--- config.mk ---
export PLATFORM = sky130hd
export DESIGN_NAME = barrel_shift_ctrl_flat
export DESIGN_NICKNAME = d
export VERILOG_FILES = /design/src/rtl/barrel_shift_ctrl_if.sv /design/src/rtl/barrel_shift_ctrl.sv /design/src/flat_wrapper.sv
export SDC_FILE = /design/constraint.sdc
export NUM_CORES = 1
export LEC_CHECK = 0
export CAP_MARGIN = 25
export CORE_ASPECT_RATIO = 1.5
export CORE_UTILIZATION = 44
export CTS_BUF_LIST = sky130_fd_sc_hd__clkbuf_8 sky130_fd_sc_hd__clkbuf_16
export CTS_CLUSTER_SIZE = 24
export DETAILED_ROUTE_END_ITERATION = 6
export GPL_ROUTABILITY_DRIVEN = 0
export HOLD_SLACK_MARGIN = 0.1
export PLACE_DENSITY = 0.8
export SLEW_MARGIN = 20
export SYNTH_ARGS = -nofsm -noshare
export SYNTH_HDL_FRONTEND = slang
export SYNTH_SLANG_ARGS = --single-unit
--- constraint.sdc ---
create_clock -name clk -period 1.55 [get_ports clk]
set_input_delay 0.155 -clock clk [delete_from_list [all_inputs] [get_ports clk]]
set_output_delay 0.155 -clock clk [all_outputs]
set_load 0.01 [all_outputs]
--- src/rtl/barrel_shift_ctrl_if.sv ---
// Bundle of the two requester command channels and the result channel
// of barrel_shift_ctrl, plus the busy flag and FSM state for observation.
//
// Handshake rule for every channel: a transfer happens on a rising clk edge
// when valid and ready are both high in that cycle; the producer holds its
// payload stable while valid is high and ready is low, and ready never
// depends on anything other than the current state and the valid inputs.
interface barrel_shift_ctrl_if;
    logic       req0_valid;
    logic       req0_ready;
    logic [7:0] req0_data;
    logic [2:0] req0_amt;
    logic       req0_lr;
    logic       req0_sweep;

    logic       req1_valid;
    logic       req1_ready;
    logic [7:0] req1_data;
    logic [2:0] req1_amt;
    logic       req1_lr;
    logic       req1_sweep;

    logic       res_valid;
    logic       res_ready;
    logic [7:0] res_data;
    logic [2:0] res_amt;
    logic       res_id;
    logic       res_last;

    logic       busy;
    logic [0:0] dbg_state;

    modport master (
        output req0_valid, req0_data, req0_amt, req0_lr, req0_sweep,
        input  req0_ready,
        output req1_valid, req1_data, req1_amt, req1_lr, req1_sweep,
        input  req1_ready,
        input  res_valid, res_data, res_amt, res_id, res_last,
        output res_ready,
        input  busy, dbg_state
    );

    modport slave (
        input  req0_valid, req0_data, req0_amt, req0_lr, req0_sweep,
        output req0_ready,
        input  req1_valid, req1_data, req1_amt, req1_lr, req1_sweep,
        output req1_ready,
        output res_valid, res_data, res_amt, res_id, res_last,
        input  res_ready,
        output busy, dbg_state
    );
endinterface

--- src/rtl/barrel_shift_ctrl.sv ---
// barrel_shift_ctrl: two-requester front end for an 8-bit rotator.
// A command is accepted in IDLE, its operands are captured, and the rotated
// result(s) are presented on the result channel while in RUN.
// Optional feature macro: BSCTRL_SWEEP_EN -- when defined, a sweep command
// produces eight results for amounts 0..7; when undefined the sweep inputs
// are ignored and every command yields a single result.

// Plain 8-bit rotator: lr = 1 rotates toward the LSB, lr = 0 toward the MSB.
module barrel_shifter (
    input  logic [7:0] data,
    input  logic [2:0] amt,
    input  logic       lr,
    output logic [7:0] out
);
    logic [15:0] dbl;
    logic [15:0] sh;

    // Rotate by shifting a doubled copy of the operand.
    always_comb begin
        dbl = {data, data};
        sh  = '0;
        out = '0;
        if (lr) begin
            sh  = dbl >> amt;
            out = sh[7:0];
        end else begin
            sh  = dbl << amt;
            out = sh[15:8];
        end
    end
endmodule

module barrel_shift_ctrl #(
    parameter int RR_EN = 1
) (
    input  logic clk,
    input  logic reset,
    barrel_shift_ctrl_if.slave bus
);
    localparam logic [0:0] IDLE = 1'b0;
    localparam logic [0:0] RUN  = 1'b1;

`ifdef BSCTRL_SWEEP_EN
    localparam logic SWEEP_EN = 1'b1;
`else
    localparam logic SWEEP_EN = 1'b0;
`endif

    logic [0:0] state;
    logic       rr_ptr;      // requester favoured on the next contended grant
    logic [7:0] cap_data;
    logic [2:0] cap_amt;
    logic       cap_lr;
    logic       cap_id;
    logic       cap_sweep;

    logic       grant_valid;
    logic       grant_id;
    logic [7:0] sel_data;
    logic [2:0] sel_amt;
    logic       sel_lr;
    logic       sel_sweep;
    logic [7:0] shift_out;
    logic       run;
    logic       last_step;

    assign run       = (state == RUN);
    assign last_step = ~cap_sweep | (cap_amt == 3'd7);

    // Pick at most one requester while idle; reset suppresses any grant.
    always_comb begin
        grant_valid = 1'b0;
        grant_id    = 1'b0;
        if (state == IDLE && !reset) begin
            if (bus.req0_valid && bus.req1_valid) begin
                grant_valid = 1'b1;
                grant_id    = (RR_EN != 0) ? rr_ptr : 1'b0;
            end else if (bus.req0_valid) begin
                grant_valid = 1'b1;
                grant_id    = 1'b0;
            end else if (bus.req1_valid) begin
                grant_valid = 1'b1;
                grant_id    = 1'b1;
            end
        end
    end

    // Route the granted requester's operands to the capture registers.
    always_comb begin
        sel_data  = grant_id ? bus.req1_data  : bus.req0_data;
        sel_amt   = grant_id ? bus.req1_amt   : bus.req0_amt;
        sel_lr    = grant_id ? bus.req1_lr    : bus.req0_lr;
        sel_sweep = (grant_id ? bus.req1_sweep : bus.req0_sweep) & SWEEP_EN;
    end

    // FSM, arbitration pointer and operand capture.
    always_ff @(posedge clk) begin
        if (reset) begin
            state     <= IDLE;
            rr_ptr    <= 1'b0;
            cap_data  <= '0;
            cap_amt   <= '0;
            cap_lr    <= 1'b0;
            cap_id    <= 1'b0;
            cap_sweep <= 1'b0;
        end else begin
            case (state)
                IDLE: begin
                    if (grant_valid) begin
                        state     <= RUN;
                        rr_ptr    <= ~grant_id;
                        cap_data  <= sel_data;
                        cap_lr    <= sel_lr;
                        cap_id    <= grant_id;
                        cap_sweep <= sel_sweep;
                        cap_amt   <= sel_sweep ? 3'd0 : sel_amt;
                    end
                end
                RUN: begin
                    if (bus.res_ready) begin
                        if (last_step) begin
                            state <= IDLE;
                        end else begin
                            cap_amt <= cap_amt + 3'd1;
                        end
                    end
                end
                default: state <= IDLE;
            endcase
        end
    end

    barrel_shifter u_shift (
        .data (cap_data),
        .amt  (cap_amt),
        .lr   (cap_lr),
        .out  (shift_out)
    );

    // Result channel is driven only from captured state, zero when idle.
    always_comb begin
        bus.req0_ready = grant_valid & ~grant_id;
        bus.req1_ready = grant_valid & grant_id;
        bus.res_valid  = run;
        bus.res_data   = run ? shift_out : 8'd0;
        bus.res_amt    = run ? cap_amt : 3'd0;
        bus.res_id     = run & cap_id;
        bus.res_last   = run & last_step;
        bus.busy       = run;
        bus.dbg_state  = state;
    end
endmodule

--- src/flat_wrapper.sv ---
// flat-port wrapper written by rule: the top's interface ports become plain ports
module barrel_shift_ctrl_flat 
#(
    parameter int RR_EN = 1
)
  (clk, reset, bus_req0_valid, bus_req0_data, bus_req0_amt, bus_req0_lr, bus_req0_sweep, bus_req0_ready, bus_req1_valid, bus_req1_data, bus_req1_amt, bus_req1_lr, bus_req1_sweep, bus_req1_ready, bus_res_valid, bus_res_data, bus_res_amt, bus_res_id, bus_res_last, bus_res_ready, bus_busy, bus_dbg_state);
  barrel_shift_ctrl_if bus_i ();
  input  logic clk;
  input  logic reset;
  input wire logic [$bits(bus_i.req0_valid)-1:0] bus_req0_valid;
  input wire logic [$bits(bus_i.req0_data)-1:0] bus_req0_data;
  input wire logic [$bits(bus_i.req0_amt)-1:0] bus_req0_amt;
  input wire logic [$bits(bus_i.req0_lr)-1:0] bus_req0_lr;
  input wire logic [$bits(bus_i.req0_sweep)-1:0] bus_req0_sweep;
  output wire logic [$bits(bus_i.req0_ready)-1:0] bus_req0_ready;
  input wire logic [$bits(bus_i.req1_valid)-1:0] bus_req1_valid;
  input wire logic [$bits(bus_i.req1_data)-1:0] bus_req1_data;
  input wire logic [$bits(bus_i.req1_amt)-1:0] bus_req1_amt;
  input wire logic [$bits(bus_i.req1_lr)-1:0] bus_req1_lr;
  input wire logic [$bits(bus_i.req1_sweep)-1:0] bus_req1_sweep;
  output wire logic [$bits(bus_i.req1_ready)-1:0] bus_req1_ready;
  output wire logic [$bits(bus_i.res_valid)-1:0] bus_res_valid;
  output wire logic [$bits(bus_i.res_data)-1:0] bus_res_data;
  output wire logic [$bits(bus_i.res_amt)-1:0] bus_res_amt;
  output wire logic [$bits(bus_i.res_id)-1:0] bus_res_id;
  output wire logic [$bits(bus_i.res_last)-1:0] bus_res_last;
  input wire logic [$bits(bus_i.res_ready)-1:0] bus_res_ready;
  output wire logic [$bits(bus_i.busy)-1:0] bus_busy;
  output wire logic [$bits(bus_i.dbg_state)-1:0] bus_dbg_state;
  assign bus_i.req0_valid = bus_req0_valid;
  assign bus_i.req0_data = bus_req0_data;
  assign bus_i.req0_amt = bus_req0_amt;
  assign bus_i.req0_lr = bus_req0_lr;
  assign bus_i.req0_sweep = bus_req0_sweep;
  assign bus_req0_ready = bus_i.req0_ready;
  assign bus_i.req1_valid = bus_req1_valid;
  assign bus_i.req1_data = bus_req1_data;
  assign bus_i.req1_amt = bus_req1_amt;
  assign bus_i.req1_lr = bus_req1_lr;
  assign bus_i.req1_sweep = bus_req1_sweep;
  assign bus_req1_ready = bus_i.req1_ready;
  assign bus_res_valid = bus_i.res_valid;
  assign bus_res_data = bus_i.res_data;
  assign bus_res_amt = bus_i.res_amt;
  assign bus_res_id = bus_i.res_id;
  assign bus_res_last = bus_i.res_last;
  assign bus_i.res_ready = bus_res_ready;
  assign bus_busy = bus_i.busy;
  assign bus_dbg_state = bus_i.dbg_state;
  barrel_shift_ctrl #(.RR_EN(RR_EN)) u_core (.clk(clk), .reset(reset), .bus(bus_i));
endmodule
==> metrics.yaml, run 1 <==
outcome:
  status: "complete, but fails checks"
  violations: "negative setup slack"
clock_tree:
  cts_made_buffers: 3
  cts_tree: "done"
  clk_path_buf_depth: 2
  cts_max_level: 1
  cts_root_buf: "clkbuf_8"
  path_clk_slew_ps: 60
  cts.sinks: 15
  clock_latency_ps: 240
  ctsHoldBuffers: 0
final_layout:
  register_area_sq_um: 313
  insertedDiodeCount: 0
  drive_above_1_share: 0.421
  multiInputGateArea_sq_um: 986
  nets: 248
  final_area_sq_um: 2150
  syn2layout_area_growth_pct: 68.7
  n_fill_cell: 204
yosys:
  ys_warn_count: 0
  yosysTopAreaCellShare: 0.236
  synth_nets: 171
  syn_inst: 140
  synth_area_leaders: "dfxtp_1 (24%), mux2i_1 (13%), mux2_4 (8.2%)"
  synth_cell_types: 37
  ys_seq_elements: 15
  seq_area_frac_synth: 0.236
  netlist_area_sq_um: 1270
  syn_avg_cell_area_sq_um: 9.11
  synth_top_cell_by_area: "dfxtp_1"
routing:
  first_pass_iters: 4
  routed_via_density: 5.80
  wl_met1_um: 1640
  wl_met2_um: 2640
  drc: 0
  wl_met3_um: 209
  drt_iter0_drc: 81
  wl_per_cell_um: 18.3
  wl_um: 4640
  antenna_left: 0
  top_layer_used: "met4"
  via_count: 1468
floorplan:
  io_pins: 49
  fp.dieH_um: 67.9
  start_util: 0.471
  dieArea_sq_um: 3120
  core_sq_um: 2710
  die_w_um: 46.0
  fp-row-count: 23
setup_path:
  r2r-end: "u_core.cap_data[1]"
  regToRegSetupSlack_ps: 120
  timing.rr.start: "u_core.bus.busy"
  critPathArrivalTime_ps: 1770
  rr_worst_depth: 6
  critical_path_class: "reg -> out"
  cp.required_ps: 1390
  critPathMaxFanout: 8
  cp-start-kind: "register"
  worstSetupStartpoint: "u_core.cap_amt[2]"
  end_kind: "primary output"
min_path:
  worstHoldPathCells: 2
  hold_end: "u_core.bus.busy"
  min-delay-path-class: "in -> reg"
  min_from: "bus_res_ready"
global_route:
  grt_pass1_vias: 1486
  grt_overflow: 0
  grt_pass1_wl_um: 7170
  antenna_found_initial: 0
  grt_usage: 0.317
  grt_max_degree: 16
sta:
  slew_headroom: 0.758
  finalSetupViolCount: 8
  post-route-min-period_ps: 1920
  skew_ps: 1.90
  timing.fmax_mhz: 520
  rsz0062_at_grt: "yes"
  drv_slew: 0
  fin_ws_ps: -373
  worstMarginPinSlew_ps: 362
  worst_hold_slack_ps: 473
  hold_viol: 0
  fin_crit_sh: 1.24
power:
  power_density_nw_per_um2: 724
  peakVddDrop_uv: 624
  power_leakage_nw: 0.913
placement:
  dpl.hpwl_um: 3400
  port_buffers: 46
  postPlaceCellArea_sq_um: 1970
job:
  cap_violations: 0
==> cell usage after synthesis <==
master      n
inv_1       2
and2_1      3
o21ai_1    10
inv_2       2
or2_0       1
a21oi_1     1
buf_6       2
nand2_1     6
nand2b_1    2
o31ai_1     4
a2111oi_4   1
o32a_1      2
nand3b_1    8
mux2_4      7
nor2_1     12
and2b_1     1
o21bai_1    1
o22a_1      4
a311oi_1    1
a222oi_1    5
buf_4       5
or3b_1      1
o221ai_1    6
clkbuf_1    3
o22ai_2     1
mux2i_1    17
mux2_2      2
mux2i_2     1
a211o_1     2
nor3_1      2
buf_2       4
or2_1       2
nand3_2     1
o221ai_2    1
nand3_1     1
dfxtp_1    15
nor2_2      1
==> worst max-delay path by stage <==
stage          cells past startpoint              end
2_1_floorplan                      5  bus_res_data[5]
3_3_place_gp                       6  bus_res_data[0]
3_5_place_dp                       6  bus_res_data[5]
4_1_cts                            6  bus_res_data[5]
5_1_grt                            6  bus_res_data[4]
6_report                           7  bus_res_data[2]
==> per-stage QoR <==
step                TNS (ps)   util  setup WS, ps  instances  total power [mW]
floorplan                  0      -          44.2        140             0.825
global route           -3130  0.795          -440        253              1.63
CTS                    -2430  0.767          -340        251              1.49
finish                 -2660  0.795          -373        253              1.56
global placement       -4510  0.728          -428        243              1.12
detailed placement     -5700  0.728          -507        243              1.15
==> where the power goes <==
| group | leakage, nW | internal (mW) | switching [mW] | total [mW] |
|---|---|---|---|---|
| combinational | 0.760 | 0.426 | 0.362 | 0.788 |
| sequential | 0.126 | 0.425 | 0.0452 | 0.470 |
| clock | 0.0269 | 0.175 | 0.124 | 0.299 |
| total | 0.913 | 1.03 | 0.531 | 1.56 |
==> timing repair <==
item / 4_1_cts / 5_1_grt
endpoints found under the setup margin: 14 / 8
gates resized for setup: 63 / 12
hold endpoints to repair: 0 / 0
pin swaps: 6 / 3
setup buffers: 5 / 2
==> worst max-delay path, cell delays in order (launching register included) <==
cell,delay (ps)
dfxtp_4,360
buf_12,130
mux2_4,340
buf_4,150
buf_4,130
mux2i_1,130
o221ai_1,130
buf_2,160
==> cells in the final DEF (no fill, tap or decap), types with 3 or more instances in the layout <==
master	count
nor2_1	10
dfxtp_1	11
buf_2	8
o21ai_1	8
mux2i_2	4
mux2_4	8
dfxtp_4	3
clkdlybuf4s50_1	31
inv_1	3
a222oi_1	5
clkbuf_8	3
o221ai_2	4
mux2i_4	4
nand2_1	6
buf_4	37
o221ai_1	3
nand3b_1	8
o22a_1	4
mux2i_1	10
dlygate4sd2_1	6
and2_1	3
==> cell families (layout without fill, tap and decap cells) <==
kind of cell / count (synthesis) / after routing / share of synthesized area
AND/OR/NAND/NOR: 41 / 41 / 0.177
buffers and inverters: 18 / 94 / 0.0834
AO/OA/AOI/OAI: 39 / 39 / 0.260
multiplexers: 27 / 27 / 0.244
flip-flops: 15 / 15 / 0.236
==> final cells by class <==
class,instances,share of cell area
clock buffer,3,0.0192
tap,37,0.0215
sequential,15,0.145
timing repair buffer,86,0.346
inverter,4,0.00814
clock inverter,1,0.00175
multi-input combinational,107,0.458
==> sequential cells by signal (all words and copies together), names as in the netlist <==
register / flops
u_core.cap_amt: 3
u_core.cap_lr: 1
u_core.cap_data: 8
u_core.cap_id: 1
u_core.bus.busy: 1
u_core.rr_ptr: 1
==> layer usage <==
| layer | up-vias | GRT usage |
|---|---|---|
| met1 | 680 | 0.321 |
| met2 | 79 | 0.620 |
| met3 | 17 | 0.0396 |
| met5 | - | 0 |
| li1 | 692 | - |
| met4 | 0 | 0.121 |
Power figures use the tool's default switching activity.
==> run 2: changes to the inputs <==
Settings changed: CORE_MARGIN from default to 2.
==> run 2 against run 1 <==
Compared with the run above: fmax decreased by 1.1%; power increased by 3.2%; final area increased by 2.4%; worst setup slack got worse by 21 ps; sequential share of layout area decreased by 0.46 points; via count increased by 1.2%; cell count unchanged; wire length increased by 0.56%; highest routed layer unchanged; clock skew increased by 1.3 ps; the run still ends with negative setup slack left; die area increased by 7.4%.
==> metrics.yaml, run 2 (synthesis results as in run 1) <==
sta:
  rsz0062_at_grt: "yes"
  slew_headroom: 0.667
  fin_crit_sh: 1.25
  drv_slew: 0
  fin_ws_ps: -394
  skew_ps: 3.19
  worstMarginPinSlew_ps: 500
  timing.fmax_mhz: 514
  worst_hold_slack_ps: 460
  post-route-min-period_ps: 1940
  hold_viol: 0
  finalSetupViolCount: 8
final_layout:
  nets: 248
  reg_top3: "u_core.cap_data: 8 flops, u_core.cap_amt: 3 flops"
  drive_above_1_share: 0.431
  syn2layout_area_growth_pct: 72.8
  final_area_sq_um: 2200
  n_fill_cell: 175
  register_area_sq_um: 310
  utilization: 0.815
  largest_reg_flops: 8
  insertedDiodeCount: 0
  top_register: "u_core.cap_data"
  layout_common_cells: "buf_4 (33), clkdlybuf4s50_1 (31), dfxtp_1 (11), mux2i_1 (10), nor2_1 (10)"
  multiInputGateArea_sq_um: 1010
  layout_commonest_cell: "buf_4"
setup_path:
  cp_num_buf_inv: 2
  cp_cell_sequence: "buf_12, mux2_4, or2_4, o221ai_2, o31ai_1, buf_2"
  slowest_stage: "dfxtp_4"
  critPathMaxStageDelay_ps: 400
  end_kind: "primary output"
  cp-start-kind: "register"
  path_delay_family: "flip-flops"
  critPathMaxFanout: 5
  critPathArrivalTime_ps: 1790
  critical_path_class: "reg -> out"
  cp.required_ps: 1390
routing:
  drc: 0
  drt_iter0_drc: 54
  routed_via_density: 5.87
  via_count: 1485
  antenna_left: 0
  wl_um: 4670
  first_pass_iters: 4
  wl_per_cell_um: 18.4
placement:
  port_buffers: 46
  dpl.hpwl_um: 3300
  post-place-ws_ps: -545
  postPlaceCellArea_sq_um: 1990
global_route:
  grt_overflow: 0
  grt_pass1_wl_um: 7420
  grt_usage: 0.313
  grt_util_met1: 0.311
  use_met3: 0.0568
  grt-busiest-layer: "met2"
  antenna_found_initial: 0
  grt_max_degree: 19
  grt_use_met2: 0.551
  grt_pass1_vias: 1554
clock_tree:
  cts_tree: "done"
  clk_path_buf_depth: 2
  clock_latency_ps: 260
  cts.sinks: 15
  cts_root_buf: "clkbuf_8"
  cts_max_level: 1
  cts_made_buffers: 3
  path_clk_slew_ps: 60
  ctsHoldBuffers: 0
power:
  power_density_nw_per_um2: 729
  total_power_mw: 1.61
  power_leakage_nw: 0.934
  peakVddDrop_uv: 548
outcome:
  violations: "negative setup slack"
  status: "complete, but fails checks"
floorplan:
  fp-row-count: 23
  dieArea_sq_um: 3350
  io_pins: 49
  fp.dieH_um: 69.9
  start_util: 0.471
  die_w_um: 48.0
  core_sq_um: 2710
job:
  cap_violations: 0
min_path:
  min-delay-path-class: "in -> reg"
run 2: changes by cell type in the layout (fill, tap and decap cells not counted), sizes merged:
cell,delta
buf,+1
clkinv,+1
inv,-1
clkdlybuf4s15,-1
run 2: repair_timing:
item | 4_1_cts | 5_1_grt
gates cloned | 1 | 0
pin swaps | 8 | 5
gates resized for setup | 66 | 12
buffers inserted | 4 | 0
setup endpoints to repair | 14 | 9
run 2: final timing paths:
| kind | from | to | slack, ps | cells after the start |
|---|---|---|---|---|
| worst min register to register | u_core.cap_id | u_core.cap_id | 490 | 2 |
| worst max-delay path | u_core.cap_amt[2] | bus_res_data[0] | -390 | 6 |
| worst min-delay path | bus_res_ready | u_core.bus.busy | 460 | 2 |
| worst max register to register | u_core.bus.busy | u_core.cap_lr | 80 | 6 |
run 2: report_power, final:
group | internal (mW) | total, mW | switching, mW
clock network | 0.179 | 0.325 | 0.146
registers | 0.425 | 0.468 | 0.0433
logic | 0.447 | 0.814 | 0.367
total | 1.05 | 1.61 | 0.557
run 2: stage by stage:
stage	instances	TNS, ps
2_1_floorplan	140	0
3_3_place_gp	244	-4910
3_5_place_dp	244	-6100
4_1_cts	253	-2740
5_1_grt	253	-3330
6_report	253	-2940
run 2: area by class of cell:
class	count	area share
clock buffers	3	0.0187
clock inverters	1	0.00227
inverters	4	0.00681
multi-input cells	107	0.458
flip-flops and latches	15	0.141
well taps	37	0.0210
repair buffers	86	0.353
run 2: worst register-to-register path, stage by stage, from the launching register on:
cell      delay, ps
dfxtp_2         340
buf_6           140
nor2_2          140
o21ai_1         140
buf_12          180
a222oi_1        340
nor2_1           80
run 2: layer usage:
metal / vias to the layer above / share of wire / wire, um
li1: 690 / - / -
met1: 717 / 0.34 / 1570
met2: 62 / 0.59 / 2740
met3: 16 / 0.040 / 188
met4: 0 / 0.038 / 175
met5: - / 0 / 0
==> run 3: changes to the inputs <==
Settings changed: ABC_CLOCK_PERIOD_IN_PS from default to 1550, PLACE_DENSITY 0.8 to 0.81.
==> run 3 against run 2 <==
Compared with the run above: the run still ends with negative setup slack left; highest routed layer unchanged; sequential share of layout area rose by 0.45 points; sequential cell count stayed put; critical path type unchanged; global-route usage down 4.6 points; largest cell class unchanged.
==> metrics.yaml, run 3 (synthesis results as in run 1) <==
sta:
  drv_slew: 0
  worst_hold_slack_ps: 392
  fin_crit_sh: 1.27
  slew_headroom: 0.727
  skew_ps: 2.95
  post-route-min-period_ps: 1970
  worstMarginPinSlew_ps: 409
  timing.fmax_mhz: 509
  rsz0062_at_grt: "yes"
  fin_tns_setup_ps: -3050
  hold_viol: 0
  finalSetupViolCount: 11
  fin_ws_ps: -416
routing:
  first_pass_iters: 4
  wl_um: 4250
  drt_iter0_drc: 71
  routed_via_density: 5.83
  wl_per_cell_um: 16.9
  drc: 0
  antenna_left: 0
  via_count: 1463
floorplan:
  start_util: 0.471
  die_w_um: 48.0
  fp.dieH_um: 69.9
  io_pins: 49
  fp-row-count: 23
  core_sq_um: 2710
  dieArea_sq_um: 3350
final_layout:
  nets: 246
  top_register: "u_core.cap_data"
  register_area_sq_um: 309
  insertedDiodeCount: 0
  drive_above_1_share: 0.388
  reg_top3: "u_core.cap_data: 8 flops, u_core.cap_amt: 3 flops"
  largest_reg_flops: 8
  multiInputGateArea_sq_um: 945
  n_fill_cell: 197
  syn2layout_area_growth_pct: 66.8
  layout_common_cells: "clkdlybuf4s50_1 (34), buf_4 (33), mux2i_1 (12), dfxtp_1 (12), nor2_1 (10)"
  layout_commonest_cell: "clkdlybuf4s50_1"
setup_path:
  cp.required_ps: 1390
  critPathMaxFanout: 4
  critPathCapture: "bus_res_data[5]"
  worstSetupStartpoint: "u_core.cap_amt[2]"
  cp_cell_sequence: "buf_12, buf_16, mux2_4, nor2_2, o32a_1, o221ai_1, buf_2"
  regToRegSetupSlack_ps: 170
  slowest_stage: "dfxtp_4"
  cp_num_buf_inv: 3
  cp-start-kind: "register"
  path_delay_family: "buffers and inverters"
  critical_path_class: "reg -> out"
  critPathMaxStageDelay_ps: 370
  timing.rr.start: "u_core.bus.busy"
  path_depth: 7
  critPathArrivalTime_ps: 1810
  end_kind: "primary output"
  rr_worst_depth: 6
  r2r-end: "u_core.cap_data[7]"
outcome:
  status: "complete, but fails checks"
  violations: "negative setup slack"
global_route:
  grt_max_degree: 16
  grt_usage: 0.266
  grt_pass1_vias: 1525
  antenna_found_initial: 0
  grt_pass1_wl_um: 6590
  grt_overflow: 0
min_path:
  min-delay-path-class: "in -> reg"
clock_tree:
  ctsHoldBuffers: 0
  cts_root_buf: "clkbuf_8"
  clk_path_buf_depth: 2
  clock_latency_ps: 250
  cts_made_buffers: 3
  cts_max_level: 1
  cts_tree: "done"
  cts.sinks: 15
  path_clk_slew_ps: 60
power:
  pwr-share-clk: 0.212
  p_sw_mw: 0.518
  peakVddDrop_uv: 620
  total_power_mw: 1.53
  power_leakage_nw: 0.908
  netSwitchingFraction: 0.337
  seqPwrFrac: 0.305
  p_int_mw: 1.02
  p_comb_frac: 0.483
  power_density_nw_per_um2: 722
placement:
  dpl.hpwl_um: 3130
  port_buffers: 46
job:
  cap_violations: 0
==> run 3: worst min path at each step <==
stage / start / to / slack (ps) / cells past startpoint
final: reset / u_core.cap_id / 390 / 3
after detailed placement: u_core.cap_id / u_core.cap_id / 490 / 2
after global placement: u_core.cap_id / u_core.cap_id / 460 / 2
after global routing: reset / u_core.cap_id / 410 / 3
after CTS: bus_res_ready / u_core.bus.busy / 470 / 2
after floorplan: bus_res_ready / u_core.bus.busy / 260 / 1
==> run 3: worst min-delay path, cell delays in order <==
cell and delay (ps):
dlymetal6s2s_1 200, nand3b_1 190, nand2_1 70
==> run 3: layer usage <==
metal	track usage	part of all wire
met1	0.231	0.32
met2	0.521	0.58
met3	0.0284	0.056
met4	0.132	0.044
met5	0	0
==> run 3: power by group through the flow <==
stage / clock network, mW / logic, mW / registers, mW
6_report: 0.325 / 0.742 / 0.468
5_1_grt: 0.337 / 0.785 / 0.473
4_1_cts: 0.324 / 0.707 / 0.467
3_5_place_dp: 0 / 0.651 / 0.473
3_3_place_gp: 0 / 0.630 / 0.468
2_1_floorplan: 0 / 0.371 / 0.454
==> run 3: area by class of cell <==
cell class                      count  share of cell area
Clock inverter                      1             0.00235
Timing Repair Buffer               84               0.359
Multi-Input combinational cell    107               0.444
Clock buffer                        3              0.0194
Inverter                            4             0.00824
Sequential cell                    15               0.145
Tap cell                           37              0.0218
==> run 3: stage by stage <==
stage               utilization  area [sq um]  instances  worst slack (ps)
global placement          0.720          1950        240              -408
floorplan                     -          1270        140              44.2
global route              0.786          2130        251              -453
detailed placement        0.720          1950        240              -490
CTS                       0.773          2090        251              -417
finish                    0.786          2130        251              -416
==> run 3: timing repair <==
| item | in CTS | in global routing |
|---|---|---|
| gates resized for setup | 54 | 10 |
| pin swaps | 4 | 3 |
| buffers inserted | 6 | 0 |
| endpoints found under the setup margin | 14 | 14 |
| gates cloned | 1 | 0 |
